File: config.mk
export PLATFORM = sky130hd
export DESIGN_NAME = mem_port_arbiter
export DESIGN_NICKNAME = d
export VERILOG_FILES = /design/src/rtl/mem_port_arbiter.sv
export SDC_FILE = /design/constraint.sdc
export NUM_CORES = 1
export LEC_CHECK = 0
export BUFFER_PORTS_ARGS = -buffer_cell sky130_fd_sc_hd__buf_2
export CAP_MARGIN = 25
export CORE_MARGIN = 3
export CORE_UTILIZATION = 43
export CTS_BUF_LIST = sky130_fd_sc_hd__clkbuf_8
export CTS_CLUSTER_DIAMETER = 100
export DETAILED_ROUTE_END_ITERATION = 6
export PLACE_DENSITY = 0.86
export SLEW_MARGIN = 20
export SYNTH_ARGS = -nofsm -noshare
export SYNTH_HDL_FRONTEND = slang
export SYNTH_SLANG_ARGS = --single-unit
File: constraint.sdc
create_clock -name clk -period 1.5 [get_ports clk]
set_input_delay 0.075 -clock clk [delete_from_list [all_inputs] [get_ports clk]]
set_output_delay 0.075 -clock clk [all_outputs]
set_load 0.02 [all_outputs]
File: src/rtl/mem_port_arbiter.sv
// rtl/mem_port_arbiter.sv - single-port memory arbiter for a fetch and a data requester (IDLE/ACC/RESP).
// Optional fetch-fairness streak counter is built when MEM_ARB_FAIRNESS_EN is defined.
module mem_port_arbiter #(
   parameter int size        = 32,
   parameter int MemAddrBits = 9,
   parameter int MaxStreak   = 4
) (
   input  logic                   clk,
   input  logic                   reset,
   input  logic                   i_req,
   input  logic [size-1:0]        i_addr,
   output logic                   i_gnt,
   output logic                   i_done,
   output logic [size-1:0]        i_rdata,
   input  logic                   d_req,
   input  logic                   d_we,
   input  logic [size-1:0]        d_addr,
   input  logic [size-1:0]        d_wdata,
   output logic                   d_gnt,
   output logic                   d_done,
   output logic [size-1:0]        d_rdata,
   output logic                   mem_en,
   output logic                   mem_we,
   output logic [MemAddrBits-1:0] mem_addr,
   output logic [size-1:0]        mem_wdata,
   input  logic [size-1:0]        mem_rdata,
   output logic                   busy
);
   typedef enum logic [1:0] {IDLE, ACC, RESP} state_t;

   state_t                 state, state_nx;
   logic                   owner_d, owner_d_nx;   // 1 = data requester owns the access
   logic                   owner_we, owner_we_nx;
   logic                   data_wins;
   logic                   nx_acc, nx_resp;
   logic [MemAddrBits-1:0] mem_addr_nx;
   logic [size-1:0]        mem_wdata_nx;
   logic [size-1:0]        i_rdata_q, d_rdata_q;
   logic                   unused_inputs;

   assign unused_inputs = ^{i_addr[size-1:MemAddrBits], d_addr[size-1:MemAddrBits], MaxStreak[0]};

`ifdef MEM_ARB_FAIRNESS_EN
   localparam int            SW         = $clog2(MaxStreak + 1);
   localparam logic [SW-1:0] STREAK_MAX = SW'(MaxStreak);

   logic [SW-1:0] streak;

   assign data_wins = d_req && !(i_req && streak == STREAK_MAX);

   always_ff @(posedge clk or negedge reset) begin
      if (!reset) begin
         streak <= '0;
      end else if (state == IDLE && (i_req || d_req)) begin
         if (!data_wins)
            streak <= '0;
         else if (i_req && streak != STREAK_MAX)
            streak <= streak + SW'(1);
      end
   end
`else
   assign data_wins = d_req;
`endif

   always_comb begin
      state_nx     = state;
      owner_d_nx   = owner_d;
      owner_we_nx  = owner_we;
      mem_addr_nx  = '0;
      mem_wdata_nx = '0;
      case (state)
         IDLE: begin
            if (i_req || d_req) begin
               state_nx    = ACC;
               owner_d_nx  = data_wins;
               owner_we_nx = data_wins && d_we;
            end
         end
         ACC:     state_nx = RESP;
         default: state_nx = IDLE;
      endcase
      nx_acc  = (state_nx == ACC);
      nx_resp = (state_nx == RESP);
      // ACC is only entered from IDLE, so the requester inputs are the ones being latched
      if (nx_acc) begin
         mem_addr_nx = owner_d_nx ? d_addr[MemAddrBits-1:0] : i_addr[MemAddrBits-1:0];
         if (owner_d_nx)
            mem_wdata_nx = d_wdata;
      end
   end

   always_ff @(posedge clk or negedge reset) begin
      if (!reset) begin
         state     <= IDLE;
         owner_d   <= 1'b0;
         owner_we  <= 1'b0;
         i_gnt     <= 1'b0;
         d_gnt     <= 1'b0;
         i_done    <= 1'b0;
         d_done    <= 1'b0;
         mem_en    <= 1'b0;
         mem_we    <= 1'b0;
         mem_addr  <= '0;
         mem_wdata <= '0;
         busy      <= 1'b0;
      end else begin
         state     <= state_nx;
         owner_d   <= owner_d_nx;
         owner_we  <= owner_we_nx;
         i_gnt     <= nx_acc && !owner_d_nx;
         d_gnt     <= nx_acc && owner_d_nx;
         i_done    <= nx_resp && !owner_d_nx;
         d_done    <= nx_resp && owner_d_nx;
         mem_en    <= nx_acc;
         mem_we    <= nx_acc && owner_we_nx;
         mem_addr  <= mem_addr_nx;
         mem_wdata <= mem_wdata_nx;
         busy      <= (state_nx != IDLE);
      end
   end

   // Read data passes straight through during RESP and is held from then on
   always_ff @(posedge clk or negedge reset) begin
      if (!reset) begin
         i_rdata_q <= '0;
         d_rdata_q <= '0;
      end else if (state == RESP) begin
         if (!owner_d)
            i_rdata_q <= mem_rdata;
         else if (!owner_we)
            d_rdata_q <= mem_rdata;
      end
   end

   assign i_rdata = (state == RESP && !owner_d) ? mem_rdata : i_rdata_q;
   assign d_rdata = (state == RESP && owner_d && !owner_we) ? mem_rdata : d_rdata_q;

endmodule
==> out/qor.yml, run 1 <==
place_ws_ns: -0.0887
rsz0062_at_grt: "yes"
grtUsageTotal_pct: 23.6
status: "finished, violations left"
multi_input_area_mm2: 0.00186
antennaDiodeCount: 0
cp_data_arrival_time_ns: 1.96
cts.sinks: 116
crit_path_max_fanout: 14
clk_latency_ns: 0.44
grt_pass1_vias: 4298
die_width_um: 112
yosys_warnings: 0
ys_ff_latch: 116
dieArea_mm2: 0.0126
max_freq_mhz: 492
numCtsBuffers: 17
ir_drop_v: 0.00139
p_per_area_mw_per_mm2: 2110
p_leak_uw: 0.00413
final_antenna_net_count: 0
gp_congestion: 0.802
synth_edf_count: 0
vias_per_cell: 4.92
cts-root-buf: "clkbuf_8"
drive_gt1_share_pct: 56.5
violations: "setup timing"
drv_slew: 0
syn_nets: 444
synth_cell_types: 20
grt_max_degree: 39
crit_path_end_kind: "output port"
critPathRequiredTime_ns: 1.42
cts_max_level: 4
fin_crit_sh_pct: 136
grt_overflow_total: 0
maxCapViolations: 0
num_vias: 3848
layout.nets: 764
cts_tree: "done"
worst_pin_slew_ns: 0.421
synth-compound-area-share_pct: 1.18
fp-row-count: 38
slew-limit-headroom_pct: 71.9
ys_async_sr_fraction_pct: 100
die_h_um: 112
drt-total-wl_mm: 15.2
avgSynthCellArea_um2: 15.7
synthToLayoutAreaGrowth_pct: 63.6
worstSetupPathType: "register to output port"
place_hpwl_mm: 8.04
cts_max_path_buffers: 2
timing.hold.worst.class: "input port to register"
synth-simple-area-share_pct: 8.24
hold_ws_ns: 0.102
fp.coreArea_mm2: 0.0109
synth-seq-area-share_pct: 59.5
dp.cells: 643
synth_flop_cell: "dfrtp_1"
antenna_found_initial: 0
fin_worst_skew_ns: 0.0130
syn_inst: 311
syn_area_mm2: 0.00487
setup_viol: 99
yosys.area_share.adder_pct: 0
cts.clk_slew.worst_paths_ns: 0.07
muxShareOfSynthArea_pct: 26.8
synth-xor-area-share_pct: 0
first_iter_violations: 181
drc_errors: 0
synth_top_family_by_area: "multiplexers"
initial_core_util_pct: 44.6
first_pass_iters: 4
final_cells: 782
ios: 245
fillers: 673
grt_pass1_wl_mm: 22.7
start_kind: "register"
portBuffers: 198
min_period_ns: 2.03
wire_per_inst_um: 19.5
worst_slack_ns: -0.533
final_hold_viol_count: 0
seqCellArea_mm2: 0.00290
==> placed cells by master (no fill, tap or decap), drive strengths merged <==
cell type,n
buf,235
dfrtp,116
mux2,96
dlygate4sd3,85
and3,33
clkbuf,23
nand2,10
nand3b,9
a21oi,9
nor2,6
inv,4
clkinv,4
nor2b,2
and2,2
or2,1
a21o,1
and4bb,1
nor3b,1
o21ai,1
nand2b,1
nor3,1
bufinv,1
==> worst paths after layout <==
path | start | endpoint | slack, ns | depth (start not counted)
worst min register to register | i_rdata_q[31]$_DFFE_PN0P_ | i_rdata_q[31]$_DFFE_PN0P_ | 0.50 | 1
min in group asynchronous | reset | i_rdata_q[1]$_DFFE_PN0P_ | 0.13 | 2
max in group asynchronous | reset | mem_wdata[31]$_DFF_PN0_ | 0.77 | 3
worst max-delay path | state[0]$_DFF_PN0_ | d_rdata[31] | -0.53 | 4
worst min-delay path | d_req | i_gnt$_DFF_PN0_ | 0.10 | 2
worst max register to register | state[0]$_DFF_PN0_ | d_rdata_q[31]$_DFFE_PN0P_ | -0.11 | 4
==> where the power goes <==
group / internal [uW] / switching [uW] / leakage, uW
logic: 5030 / 4290 / 0.00247
registers: 4350 / 550 / 0.00145
clock network: 1430 / 1200 / 0.000202
total: 10800 / 6040 / 0.00413
==> cell usage after synthesis, types with 2 or more instances <==
library cell / count / share of area [%]
a21oi_1: 9 / 0.92
and2_1: 2 / 0.26
and3_1: 33 / 4.2
buf_12: 6 / 2.5
buf_6: 4 / 0.92
clkbuf_1: 11 / 0.85
dfrtp_1: 116 / 60
mux2_2: 36 / 8.3
mux2_4: 60 / 18
nand2_1: 10 / 0.77
nand3b_1: 9 / 1.4
nor2_1: 6 / 0.46
nor2b_1: 2 / 0.26
==> worst max-delay path: stages (launching register included) <==
cell	delay [ns]
dfrtp_1	0.41
and4bb_4	0.44
buf_12	0.19
mux2_4	0.32
buf_2	0.16
==> area by class of cell <==
type	count	share of cell area [%]
Clock buffer	21	3.62
Clock inverter	9	0.816
Multi-Input combinational cell	174	23.4
Sequential cell	116	36.4
Tap cell	140	2.20
Timing Repair Buffer	322	33.6
==> routing by layer <==
metal  GRT usage, %  vias to the layer above  wire [um]
li1               -                     1728          -
met1           25.1                     1906       5560
met2           42.2                      177       8090
met3           8.09                       37       1060
met4           10.6                        0        507
met5              0                        -          0
==> logic make-up (layout without fill, tap and decap cells) <==
kind of cell    count (synthesis)  in the layout
buf+inv                        21            352
compound gates                 11             11
simple gates                   67             67
mux                            96             96
flops                         116            116
==> what timing repair did <==
item,CTS,global route
endpoints found under the hold margin,224,0
pin swaps,1,2
cloned,5,2
gates resized for setup,55,99
hold buffers,85,0
buffers inserted,9,13
endpoints found under the setup margin,67,118
==> stage by stage <==
stage,TNS (ns),power (uW),area (um^2),util [%]
after floorplan,0,9750,4880,-
after global placement,-1.56,11600,6050,55.3
after detailed placement,-2.17,11800,6050,55.3
after CTS,-37.39,15600,7620,69.7
after global routing,-40.33,17600,7970,72.9
final,-32.73,16900,7970,72.9
==> state kept, by name, summed over array words and instances (netlist names) <==
name	flops
owner_we	1
mem_en	1
mem_addr	9
mem_we	1
d_done	1
i_rdata_q	32
d_gnt	1
busy	1
state	2
i_done	1
mem_wdata	32
i_gnt	1
owner_d	1
d_rdata_q	32
Power figures use the tool's default switching activity.
==> run 2: changes to the inputs <==
--- a/config.mk
+++ b/config.mk
@@ -13,6 +13,7 @@
 export CTS_CLUSTER_DIAMETER = 100
 export DETAILED_ROUTE_END_ITERATION = 6
 export PLACE_DENSITY = 0.86
+export SETUP_SLACK_MARGIN = 0.5
 export SLEW_MARGIN = 20
 export SYNTH_ARGS = -nofsm -noshare
 export SYNTH_HDL_FRONTEND = slang
==> run 2 against run 1 <==
  * Clock power decreased by 11%
  * Core utilization grew 6.7 points
  * Sequential power is 2% higher
  * Largest power group unchanged
  * Final cell count rose by 2.7%
  * Largest cell class is now buffers
  * The flow still finishes with violations (setup timing)
  * Maximum frequency is 1.7% higher
  * Via count up 3.7%
  * Die area did not move
==> out/qor.yml, run 2 (same netlist as run 1, synthesis figures left out) <==
cts_max_path_buffers: 2
status: "finished, violations left"
path_buf_inv: 2
initial_core_util_pct: 44.6
critPathRequiredTime_ns: 1.42
final_common_cell: "buf_6"
clockPowerShare_pct: 12.7
first_pass_iters: 6
crit_end: "d_rdata[8]"
fp-row-count: 38
power_frac_seq_pct: 27.2
p_per_area_mw_per_mm2: 2120
worst-r2r-cell-count: 9
start_kind: "register"
grt_pass1_wl_mm: 23.5
antennaDiodeCount: 0
ir_drop_v: 0.00157
grt_max_degree: 52
grt-busiest-layer: "met2"
grtUsageTotal_pct: 24.2
antenna_found_initial: 0
tns_ns: -39.16
cts.clk_slew.worst_paths_ns: 0.06
r2r_slack_ns: -0.43
first_iter_violations: 172
maxCapViolations: 0
rsz0062_at_grt: "yes"
die_h_um: 112
pwr-share-comb_pct: 60.1
wire_per_inst_um: 20.8
crit_chain: "and4bb_4 > buf_12 > mux2_4 > buf_2"
worstSetupPathType: "register to output port"
setup_viol: 107
p_leak_uw: 0.00436
drc_errors: 0
place_hpwl_mm: 7.74
cp-startpoint: "state[0]$_DFF_PN0_"
worst_slack_ns: -0.500
fin_crit_sh_pct: 133
cts_max_level: 4
grt_overflow_total: 0
final_cells: 803
final_cell_mix: "buf_6, dfrtp_1, mux2_4"
switchingPower_uw: 6450
min_period_ns: 2.00
final_hold_viol_count: 0
cpPeakStageDelay_ns: 0.42
crit_family: "flip-flops"
drive_gt1_share_pct: 59.4
vias_per_cell: 4.97
timing.hold.worst.class: "input port to register"
ios: 245
internal_power_uw: 12000
hold_ws_ns: 0.0514
cp_data_arrival_time_ns: 1.92
critical_path_depth: 4
worst_pin_slew_ns: 0.616
cts_tree: "done"
numCtsBuffers: 17
grt_use_met3_pct: 7.44
use_met1_pct: 26.2
p_total_uw: 18400
place_ws_ns: -0.106
cts-root-buf: "clkbuf_8"
reg_top3: "d_rdata_q: 32 flops, i_rdata_q: 32 flops, mem_wdata: 32 flops"
cp_slowest_cell: "dfrtp_1"
clk_latency_ns: 0.42
fp.coreArea_mm2: 0.0109
cts.sinks: 116
grt_pass1_vias: 4424
dp.cells: 646
gp_congestion: 0.769
final_antenna_net_count: 0
grt_util_met2_pct: 42.9
portBuffers: 198
reg2reg_from: "state[0]$_DFF_PN0_"
crit_path_max_fanout: 17
drv_slew: 0
num_vias: 3990
dieArea_mm2: 0.0126
layout.nets: 786
drt-total-wl_mm: 16.7
synthToLayoutAreaGrowth_pct: 78.6
violations: "setup timing"
fin_worst_skew_ns: 0.00853
max_freq_mhz: 500
slew-limit-headroom_pct: 58.9
crit_path_end_kind: "output port"
p_sw_share_pct: 35.0
die_width_um: 112
reg2reg_to: "d_rdata_q[7]$_DFFE_PN0P_"
[run 2: cell count changes in the layout (fill, tap and decap cells not counted), sizes merged]
cell,delta
clkbuf,-1
buf,+20
bufinv,-1
or2,+1
clkinv,+1
clkinvlp,+1
[run 2: metal layers]
metal  share of wire [%]  vias up
met5                   0        -
met4                 4.2        0
met3                 6.0       52
met2                  55      179
met1                  35     1979
li1                    -     1780
[run 2: timing repair]
action / in CTS / in global routing
endpoints found under the hold margin: 223 / 0
pin swaps: 1 / 2
buffers inserted: 12 / 20
hold buffers: 85 / 0
endpoints found under the setup margin: 224 / 224
resized for setup: 100 / 170
gates cloned: 8 / 3
[run 2: worst min-delay path by stage]
stage,to,start,cells past startpoint,slack (ns)
2_1_floorplan,busy$_DFF_PN0_,reset,0,-0.22
3_3_place_gp,d_rdata_q[23]$_DFFE_PN0P_,reset,1,0.02
3_5_place_dp,d_rdata_q[23]$_DFFE_PN0P_,reset,1,0.02
4_1_cts,i_rdata_q[22]$_DFFE_PN0P_,mem_rdata[22],3,-0.005
5_1_grt,i_rdata_q[22]$_DFFE_PN0P_,mem_rdata[22],3,0.01
6_report,i_rdata_q[22]$_DFFE_PN0P_,mem_rdata[22],3,0.05
[run 2: per-stage QoR]
| step | cell area [um^2] | utilization (%) |
|---|---|---|
| after CTS | 7930 | 72.5 |
| after global routing | 8700 | 79.6 |
| after global placement | 6190 | 56.6 |
| final | 8700 | 79.6 |
| after detailed placement | 6190 | 56.6 |
| after floorplan | 5010 | - |
[run 2: power by group through the flow]
stage / clock network (uW) / registers (uW) / logic (uW)
global route: 2530 / 5120 / 11500
finish: 2340 / 5010 / 11100
floorplan: 0 / 5170 / 4960
CTS: 2370 / 4880 / 9150
detailed placement: 0 / 4910 / 7300
global placement: 0 / 4830 / 7150
[run 2: cell type report]
class                           count  area [um^2]
Timing Repair Buffer              343         3360
Sequential cell                   116         2900
Fill cell                         586         2230
Multi-Input combinational cell    175         1960
Clock buffer                       19          262
Tap cell                          140          175
Clock inverter                     10         47.5
[run 2: worst min-delay path, cell delays in order]
cell,delay [ns]
buf_2,0.11
mux2_4,0.16
buf_6,0.09
